**src/rtl/mips_ctrl_pkg.sv**
```systemverilog
// Shared definitions for the multicycle MIPS main controller.
//   - state_t    : controller FSM states
//   - alu_cls_t  : which class of ALU operation the current state needs
//   - ALU_*      : 4-bit ALU operation codes
//   - OP_* / FN_*: opcode and funct field values of the supported instructions
//   - ALUB_*     : operand-B select encodings
//   - PCS_*      : next-PC source encodings
package mips_ctrl_pkg;

    typedef enum logic [3:0] {
        S_IDLE,
        S_FETCH,
        S_DECODE,
        S_MEM_ADDR,
        S_MEM_RD,
        S_MEM_WB,
        S_MEM_WR,
        S_R_EXEC,
        S_R_WB,
        S_I_EXEC,
        S_I_WB,
        S_BRANCH,
        S_JUMP,
        S_TRAP
    } state_t;

    // ADD: address/PC arithmetic, SUB: branch compare,
    // RTYPE: taken from funct, ITYPE: taken from opcode
    typedef enum logic [1:0] {
        CLS_ADD,
        CLS_SUB,
        CLS_RTYPE,
        CLS_ITYPE
    } alu_cls_t;

    localparam logic [3:0] ALU_AND = 4'b0000;
    localparam logic [3:0] ALU_OR  = 4'b0001;
    localparam logic [3:0] ALU_ADD = 4'b0010;
    localparam logic [3:0] ALU_SUB = 4'b0011;
    localparam logic [3:0] ALU_MUL = 4'b0100;

    localparam logic [5:0] OP_RTYPE = 6'h00;
    localparam logic [5:0] OP_J     = 6'h02;
    localparam logic [5:0] OP_BEQ   = 6'h04;
    localparam logic [5:0] OP_BNE   = 6'h05;
    localparam logic [5:0] OP_ADDI  = 6'h08;
    localparam logic [5:0] OP_ANDI  = 6'h0C;
    localparam logic [5:0] OP_ORI   = 6'h0D;
    localparam logic [5:0] OP_MUL   = 6'h1C;
    localparam logic [5:0] OP_LW    = 6'h23;
    localparam logic [5:0] OP_SW    = 6'h2B;

    localparam logic [5:0] FN_MUL = 6'h02;
    localparam logic [5:0] FN_ADD = 6'h20;
    localparam logic [5:0] FN_SUB = 6'h22;
    localparam logic [5:0] FN_AND = 6'h24;
    localparam logic [5:0] FN_OR  = 6'h25;

    localparam logic [1:0] ALUB_B      = 2'b00;
    localparam logic [1:0] ALUB_FOUR   = 2'b01;
    localparam logic [1:0] ALUB_IMM    = 2'b10;
    localparam logic [1:0] ALUB_IMM_SH = 2'b11;

    localparam logic [1:0] PCS_ALU    = 2'b00;
    localparam logic [1:0] PCS_ALUOUT = 2'b01;
    localparam logic [1:0] PCS_JUMP   = 2'b10;

endpackage

```
**src/rtl/mips_alu_op_decode.sv**
```systemverilog
// Combinational ALU operation decoder.
//   alu_cls     in  2  operation class requested by the current state
//   opcode      in  6  IR[31:26]
//   funct       in  6  IR[5:0]
//   alu_ctrl    out 4  ALU operation code
//   funct_valid out 1  opcode/funct pair is a supported R-type or mul
module mips_alu_op_decode
    import mips_ctrl_pkg::*;
(
    input  alu_cls_t   alu_cls,
    input  logic [5:0] opcode,
    input  logic [5:0] funct,
    output logic [3:0] alu_ctrl,
    output logic       funct_valid
);

    logic [3:0] r_op;
    logic [3:0] i_op;

    always_comb begin
        r_op        = ALU_ADD;
        funct_valid = 1'b0;
        if (opcode == OP_RTYPE) begin
            case (funct)
                FN_ADD:  begin r_op = ALU_ADD; funct_valid = 1'b1; end
                FN_SUB:  begin r_op = ALU_SUB; funct_valid = 1'b1; end
                FN_AND:  begin r_op = ALU_AND; funct_valid = 1'b1; end
                FN_OR:   begin r_op = ALU_OR;  funct_valid = 1'b1; end
                default: begin r_op = ALU_ADD; funct_valid = 1'b0; end
            endcase
        end else if (opcode == OP_MUL && funct == FN_MUL) begin
            r_op        = ALU_MUL;
            funct_valid = 1'b1;
        end
    end

    always_comb begin
        case (opcode)
            OP_ANDI: i_op = ALU_AND;
            OP_ORI:  i_op = ALU_OR;
            default: i_op = ALU_ADD;
        endcase
    end

    always_comb begin
        case (alu_cls)
            CLS_SUB:   alu_ctrl = ALU_SUB;
            CLS_RTYPE: alu_ctrl = r_op;
            CLS_ITYPE: alu_ctrl = i_op;
            default:   alu_ctrl = ALU_ADD;
        endcase
    end

endmodule

```
**src/rtl/mips_mc_ctrl.sv**
```systemverilog
// Multicycle MIPS main controller.
// Sequences fetch/decode/execute/memory/writeback and drives the datapath
// selects, register enables, memory strobes and ALU operation code.
//   clk, rst                         clock, asynchronous active-high reset
//   opcode, funct                    IR fields
//   flag_zero                        ALU zero flag (branch resolution)
//   mem_ready                        memory completes the request this cycle
//   mem_req/mem_read/mem_write       memory request strobes
//   i_or_d                           memory address select (0 PC, 1 ALUOut)
//   ir_write/pc_write/reg_write      register enables
//   reg_dst, mem_to_reg, ext_zero    writeback / immediate selects
//   alu_src_a, alu_src_b, alu_ctrl   ALU operand selects and operation
//   pc_source                        next-PC select
//   instr_done                       pulse in the last cycle of an instruction
//   illegal_op                       trap indicator, held until reset
module mips_mc_ctrl
    import mips_ctrl_pkg::*;
(
    input  logic       clk,
    input  logic       rst,
    input  logic [5:0] opcode,
    input  logic [5:0] funct,
    input  logic       flag_zero,
    input  logic       mem_ready,
    output logic       mem_req,
    output logic       mem_read,
    output logic       mem_write,
    output logic       i_or_d,
    output logic       ir_write,
    output logic       pc_write,
    output logic       reg_write,
    output logic       reg_dst,
    output logic       mem_to_reg,
    output logic       ext_zero,
    output logic       alu_src_a,
    output logic [1:0] alu_src_b,
    output logic [3:0] alu_ctrl,
    output logic [1:0] pc_source,
    output logic       instr_done,
    output logic       illegal_op
);

    state_t     state;
    state_t     state_nxt;
    alu_cls_t   alu_cls;
    logic [3:0] dec_alu_ctrl;
    logic       funct_valid;
    logic       is_logic_imm;
    logic       br_taken;

    assign is_logic_imm = (opcode == OP_ANDI) || (opcode == OP_ORI);
    assign br_taken     = ((opcode == OP_BEQ) &&  flag_zero) ||
                          ((opcode == OP_BNE) && !flag_zero);

    always_comb begin
        case (state)
            S_R_EXEC: alu_cls = CLS_RTYPE;
            S_I_EXEC: alu_cls = CLS_ITYPE;
            S_BRANCH: alu_cls = CLS_SUB;
            default:  alu_cls = CLS_ADD;
        endcase
    end

    mips_alu_op_decode u_alu_op_decode (
        .alu_cls     (alu_cls),
        .opcode      (opcode),
        .funct       (funct),
        .alu_ctrl    (dec_alu_ctrl),
        .funct_valid (funct_valid)
    );

    always_ff @(posedge clk or posedge rst) begin
        if (rst) begin
            state <= S_IDLE;
        end else begin
            state <= state_nxt;
        end
    end

    always_comb begin
        state_nxt = state;
        case (state)
            S_IDLE:   state_nxt = S_FETCH;
            S_FETCH:  if (mem_ready) state_nxt = S_DECODE;
            S_DECODE: begin
                case (opcode)
                    OP_LW, OP_SW:              state_nxt = S_MEM_ADDR;
                    OP_RTYPE, OP_MUL:          state_nxt = funct_valid ? S_R_EXEC : S_TRAP;
                    OP_ADDI, OP_ANDI, OP_ORI:  state_nxt = S_I_EXEC;
                    OP_BEQ, OP_BNE:            state_nxt = S_BRANCH;
                    OP_J:                      state_nxt = S_JUMP;
                    default:                   state_nxt = S_TRAP;
                endcase
            end
            S_MEM_ADDR: state_nxt = (opcode == OP_LW) ? S_MEM_RD : S_MEM_WR;
            S_MEM_RD:   if (mem_ready) state_nxt = S_MEM_WB;
            S_MEM_WB:   state_nxt = S_FETCH;
            S_MEM_WR:   if (mem_ready) state_nxt = S_FETCH;
            S_R_EXEC:   state_nxt = S_R_WB;
            S_R_WB:     state_nxt = S_FETCH;
            S_I_EXEC:   state_nxt = S_I_WB;
            S_I_WB:     state_nxt = S_FETCH;
            S_BRANCH:   state_nxt = S_FETCH;
            S_JUMP:     state_nxt = S_FETCH;
            S_TRAP:     state_nxt = S_TRAP;
            default:    state_nxt = S_IDLE;
        endcase
    end

    // Outputs follow the state directly so an asynchronous reset clears
    // them in the same cycle; only the FETCH/BRANCH/MEM_WR handshakes
    // look at mem_ready or flag_zero.
    always_comb begin
        mem_req    = 1'b0;
        mem_read   = 1'b0;
        mem_write  = 1'b0;
        i_or_d     = 1'b0;
        ir_write   = 1'b0;
        pc_write   = 1'b0;
        reg_write  = 1'b0;
        reg_dst    = 1'b0;
        mem_to_reg = 1'b0;
        ext_zero   = 1'b0;
        alu_src_a  = 1'b0;
        alu_src_b  = ALUB_B;
        alu_ctrl   = dec_alu_ctrl;
        pc_source  = PCS_ALU;
        instr_done = 1'b0;
        illegal_op = 1'b0;
        case (state)
            S_IDLE: alu_ctrl = 4'b0000;
            S_FETCH: begin
                mem_req   = 1'b1;
                mem_read  = 1'b1;
                alu_src_b = ALUB_FOUR;
                ir_write  = mem_ready;
                pc_write  = mem_ready;
            end
            S_DECODE:   alu_src_b = ALUB_IMM_SH;
            S_MEM_ADDR: begin
                alu_src_a = 1'b1;
                alu_src_b = ALUB_IMM;
            end
            S_MEM_RD: begin
                mem_req  = 1'b1;
                mem_read = 1'b1;
                i_or_d   = 1'b1;
            end
            S_MEM_WB: begin
                reg_write  = 1'b1;
                mem_to_reg = 1'b1;
                instr_done = 1'b1;
            end
            S_MEM_WR: begin
                mem_req    = 1'b1;
                mem_write  = 1'b1;
                i_or_d     = 1'b1;
                instr_done = mem_ready;
            end
            S_R_EXEC: alu_src_a = 1'b1;
            S_R_WB: begin
                reg_write  = 1'b1;
                reg_dst    = 1'b1;
                instr_done = 1'b1;
            end
            S_I_EXEC: begin
                alu_src_a = 1'b1;
                alu_src_b = ALUB_IMM;
                ext_zero  = is_logic_imm;
            end
            S_I_WB: begin
                reg_write  = 1'b1;
                ext_zero   = is_logic_imm;
                instr_done = 1'b1;
            end
            S_BRANCH: begin
                alu_src_a  = 1'b1;
                pc_source  = PCS_ALUOUT;
                pc_write   = br_taken;
                instr_done = 1'b1;
            end
            S_JUMP: begin
                pc_source  = PCS_JUMP;
                pc_write   = 1'b1;
                instr_done = 1'b1;
            end
            S_TRAP: begin
                alu_ctrl   = 4'b0000;
                illegal_op = 1'b1;
            end
            default: alu_ctrl = 4'b0000;
        endcase
    end

endmodule

```
**config.mk**
```make
export PLATFORM = sky130hd
export DESIGN_NAME = mips_mc_ctrl
export DESIGN_NICKNAME = d
export VERILOG_FILES = /design/src/rtl/mips_ctrl_pkg.sv /design/src/rtl/mips_alu_op_decode.sv /design/src/rtl/mips_mc_ctrl.sv
export SDC_FILE = /design/constraint.sdc
export NUM_CORES = 1
export LEC_CHECK = 0
export BUFFER_PORTS_ARGS = -buffer_cell sky130_fd_sc_hd__buf_2
export CORE_MARGIN = 3
export CORE_UTILIZATION = 47
export CTS_BUF_LIST = sky130_fd_sc_hd__clkbuf_2
export DETAILED_ROUTE_END_ITERATION = 8
export HOLD_SLACK_MARGIN = 0.02
export PLACE_DENSITY = 0.91
export SYNTH_ARGS = -nofsm -noshare
export SYNTH_HDL_FRONTEND = slang
export SYNTH_SLANG_ARGS = --single-unit
```
**constraint.sdc**
```tcl
create_clock -name clk -period 1.7 [get_ports clk]
set_input_delay 0.085 -clock clk [delete_from_list [all_inputs] [get_ports clk]]
set_output_delay 0.085 -clock clk [all_outputs]
set_load 0.01 [all_outputs]
```
# Word level (Yosys, flattened, before mapping)
# Cells that the tools add are included.
# W data, S select, Z words.
# word_totals
wordCells	90
reg_bits	4
# classes
n_eq_ne	33
reduce_logical	24
muxes	32
# ops
cell	n
$eq A6 B6 Y1 const B	6
$pmux W4 S9	1
$eq A4 B4 Y1 const B	6
$mux W4	6
$pmux W4 S5	1
$eq A6 B4 Y1 const B	3
$pmux W2 S3	3
$eq A4 B3 Y1 const B	4
$mux W1	14
$reduce_or A2 Y1	7
$eq A6 B2 Y1 const B	2
$eq A6 B3 Y1 const B	2
$pmux W4 S3	1
$reduce_or A12 Y1	1
$reduce_or A3 Y1	3
$eq A4 B2 Y1 const B	2
$pmux W2 S2	2
$reduce_or A4 Y1	2
$eq A6 B5 Y1 const B	1
$logic_not A6 Y1	1
$ne A2 B2 Y1 const B	3
$reduce_or A6 Y1	1
$reduce_or A5 Y1	1
$eq A2 B2 Y1 const B	2
other kinds (11)	14

# Logic depth before layout (Yosys ltp)
# logic_depth
ltp_word	7
depth_mapped	6

# By module
# Synthesis repeated with hierarchy kept, for this count alone.
# unflattened
hier_cells	125
hier_area_um2	818.3
# by_module_without_submodules
mod	seq_area_each_um2	area_each_um2	cells_per_inst	instances
mips_mc_ctrl	100.1	654.4	98	1
mips_alu_op_decode	0.0	163.9	27	1

# Worst setup path before layout
# Ideal clock, no wire load.
# synth_timing
kind	reg-to-output
start	register state[3]
end	output alu_ctrl[2]
path_stages_with_launch	5
path_buffers	2
arrival_time_ns	1.339
path_slack_ns	0.276
path_cell_list	dfrtp_1 buf_2 nand2b_1 buf_4 a2111oi_1
# synth_via
elab_chain_len	5
word_cells_on_any_way	19
classes_between	15 x eq/ne; 3 x mux; 1 x reduce/logical
# synth_rtl
element	line_no	source
from (decl)	mips_mc_ctrl.sv:43	state_t state;
from (signal assigned)	mips_mc_ctrl.sv:76	state <= state_nxt;
$eq A4 B4 Y1 / $eq A4 B3 Y1 (equally long branches)	mips_mc_ctrl.sv:56, mips_mc_ctrl.sv:130	
$pmux W2 S3	mips_mc_ctrl.sv:56	case (state)
$eq A2 B2 Y1 / $eq A2 B1 Y1 (equally long branches)	mips_alu_op_decode.sv:46	case (alu_cls)
$pmux W4 S3	mips_alu_op_decode.sv:46	
$mux W4 *	mips_mc_ctrl.sv:130	case (state)
to (decl)	mips_mc_ctrl.sv:37	output logic [3:0] alu_ctrl,
# Every way passes the cells marked *; elsewhere a longest branch is shown, timed or not.

# Worst setup path in the final report
# layout_timing
start	register state[1]
end	output instr_done
# layout_via
elab_chain_len	3
word_cells_on_any_way	8
classes_between	6 x eq/ne; 1 x mux; 1 x reduce/logical
# layout_rtl
element	line_no	source
$eq A4 B4 Y1 / $eq A4 B3 Y1 (equally long branches)	mips_mc_ctrl.sv:130	
$reduce_or A5 Y1 (no source line)	-	
$pmux W1 S2 *	mips_mc_ctrl.sv:130	
to (decl)	mips_mc_ctrl.sv:39	output logic instr_done,
# Marks and branches as above.

==> impl_results.md <==
* Cell area power density at 1389 nW/um2
* CP startpoint kind: flop
* Antenna violations before repair at 0
* H-tree depth at 1
* Total power at 1.380 mW
* Final #Nets at 160
* Clock-pin slew on the worst setup and hold paths at 0.04 ns
* DRT Pass-1 Iters at 4
* Asr flop ratio synth at 100.0%
* Bufs and invs on worst path at 2
* Switching share of power at 52.53%
* Hold Crit Class: input pin to asynchronous set/reset pin
* DRC at 0
* CTS tree: built
* Final min period at 1.569 ns
* Core area at 1524 um2
* Share of layout cells above drive strength 1 at 40.85%
* Worst stage delay on the critical path at 0.48 ns
* Final Wtd Congestion at 0.9340
* Final Slew Violations at 0
* Postcts setup bufs at 0
* Critical path class: flop to primary output
* CP arrival at 1.48 ns
* Root Buffer: clkbuf_2
* Pin count of the biggest net entering global routing at 15
* Die X at 46.56 um
* Delay-heaviest family, CP: flip-flops
* Total track usage at 22.98%
* Std-Cell Rows at 14
* Syn avg cell area at 7.364 um2
* Post-synth EDFFs at 0
* Layout fillers at 137
* Ys Warns at 0
* Count of final setup violators at 0
* Post-Syn Nets at 121
* Register area at 102.6 um2
* Synth-to-layout area growth at 28.48%
* Worst vdd ir at 0.8706 mV
* CP required at 1.62 ns
* Post-detail-place hpwl at 1872 um
* Crit path max fanout at 13
* Switching power at 0.7251 mW
* First-pass GRT wire length at 3684 um
* CP max-delay cell: dfrtp_2
* Die height at 46.56 um
* Port Buffer Count at 35
* Clock sink count at 4
* Clk_skew at 0.003797 ns
* Routed len/inst at 15.35 um
* Cells after Synth at 105
* Critical path cell sequence: or2b_2 -> inv_1 -> a21oi_1 -> o21ai_0 -> buf_2
* GR Overflow Total at 0
* CTS max path bufs at 2
* Hold Violations, Final at 0
* Die area at 2168 um2
* Synth unique cells at 50
* Max reg flops at 4
* Ant. Diodes at 0
* Register bit total from synthesis at 4
* Multi-input gate area at 603.1 um2
* Clock power frac at 5.6%
* Clock Latency Late Sink at 0.19 ns
* Fin crit share at 92.30%
* Dpl ws at 0.2584 ns
* Largest regs: state: 4 flops
* Post-synthesis sequential area ratio at 12.94%
* Initial DRC count at 31
* Status: finished, final reports clean
* Pint at 0.6553 mW
* CP endpoint kind: primary output
* Post-synth top flop: dfrtp_1
* Post-Route WL at 2425 um
* Hold_ws at 0.3065 ns
* Initial Util at 50.74%
* DR vias at 1014
* Seq pwr share at 16.4%
* Final WS setup at 0.1310 ns
* Max-cap viol count at 0
* Io pins at 37
* Cts bufs inserted at 3
* Post-Syn Area at 773.2 um2
* Comb pwr share at 78.0%
* Vias/cell at 6.418
* Final antenna-violating net count at 0
* Number of global-route vias before repair at 848
* F_max at 637.3 MHz
* Largest register by flop count: state
* Lkg Pwr at 0.4808 nW
-- power groups by stage --
stage          sequential [mW]  combinational (mW)  clock, mW
2_1_floorplan            0.160               0.785          0
3_3_place_gp             0.207                1.01          0
3_5_place_dp             0.212                1.04          0
4_1_cts                  0.211                1.05     0.0788
5_1_grt                  0.237                1.17     0.0882
6_report                 0.226                1.08     0.0772
-- routing by layer --
layer	vias up	routed length, um	GRT usage (%)
li1	471	-	-
met1	461	917	29.93
met2	69	1176	37.64
met3	13	250	3.906
met4	0	80	7.955
met5	-	0	0
-- tightest hold or removal path: stages --
cell and delay [ns]:
dlygate4sd3_1 0.52, buf_2 0.11, inv_1 0.12
-- per-stage QoR --
step | TNS, ns | util (%) | instance area [um2] | instances
after floorplan | 0 | - | 773.2 | 105
after global routing | -0.01915 | 65.19 | 993.5 | 158
after detailed placement | 0 | 62.48 | 952.2 | 154
final | 0 | 65.19 | 993.5 | 158
after global placement | 0 | 62.48 | 952.2 | 154
after CTS | 0 | 64.12 | 977.2 | 158
-- repair_timing --
action / 4_1_cts / 5_1_grt
endpoints found under the setup margin: 0 / 7
gates resized for setup: 0 / 5
hold endpoints to repair: 4 / 0
hold buffers: 1 / 0
-- final timing paths --
| path | startpoint | end | slack [ns] | depth (start not counted) |
|---|---|---|---|---|
| setup / recovery | state[1]$_DFFE_PP0P_ | instr_done | 0.13 | 5 |
| hold / removal | rst | state[3]$_DFFE_PP0P_ | 0.31 | 3 |
| setup reg to reg | state[3]$_DFFE_PP0P_ | state[1]$_DFFE_PP0P_ | 0.25 | 5 |
| hold reg to reg | state[2]$_DFFE_PP0P_ | state[0]$_DFFE_PP0P_ | 0.69 | 2 |
| max in group asynchronous | rst | state[0]$_DFFE_PP0P_ | 1.23 | 3 |
| min in group clk | funct[5] | state[3]$_DFFE_PP0P_ | 0.37 | 4 |
-- cell usage after synthesis, types with 2 or more instances --
| cell type | instances | share of area [%] |
|---|---|---|
| a31oi_1 | 2 | 1.6 |
| nor2b_1 | 3 | 2.4 |
| o21a_1 | 2 | 1.9 |
| nand4_1 | 2 | 1.6 |
| nand2b_1 | 5 | 4.0 |
| buf_4 | 4 | 3.9 |
| a21boi_0 | 3 | 2.9 |
| o21ai_0 | 5 | 3.2 |
| nand2_1 | 5 | 2.4 |
| nor4b_2 | 2 | 3.9 |
| nor2_1 | 16 | 7.8 |
| a211o_1 | 3 | 3.4 |
| nor4_2 | 2 | 3.2 |
| buf_2 | 2 | 1.3 |
| a21oi_1 | 4 | 2.6 |
| dfrtp_1 | 4 | 13 |
| inv_1 | 4 | 1.9 |
| nor4_1 | 2 | 1.6 |
| nor3_1 | 3 | 1.9 |
| nand4b_1 | 2 | 2.3 |
-- logic make-up (layout without fill, tap and decap cells) --
kind of cell | count (synthesis) | in the layout | synth area share (%)
AND/OR/NAND/NOR | 52 | 52 | 42.56
AO/OA/AOI/OAI | 32 | 32 | 29.45
multiplexers | 1 | 1 | 1.456
other | 1 | 1 | 0.4850
flip-flops | 4 | 4 | 12.95
buffers and inverters | 13 | 50 | 10.84
XOR/XNOR | 2 | 2 | 2.266
-- layout make-up --
cell class,instances,share of cell area [%]
repair buffers,43,23.93
multi-input cells,88,60.71
inverters,4,1.511
clock buffers,3,1.511
well taps,16,2.015
flip-flops and latches,4,10.33
-- cells in the final DEF, fill, tap and decap left out, types with 2 or more instances in the layout --
master and n:
a211o_1 3, a21boi_0 3, a21oi_1 4, a31oi_1 2, buf_2 35, buf_4 7, clkbuf_2 3, dfrtp_1 2
dfrtp_2 2, inv_1 4, nand2_1 4, nand2b_1 5, nand4_1 2, nand4b_1 2, nor2_1 16, nor2b_1 2
nor3_1 3, nor4_1 2, nor4_2 2, o21a_1 2, o21ai_0 5
Note: power is estimated with default switching activity, not from simulation.
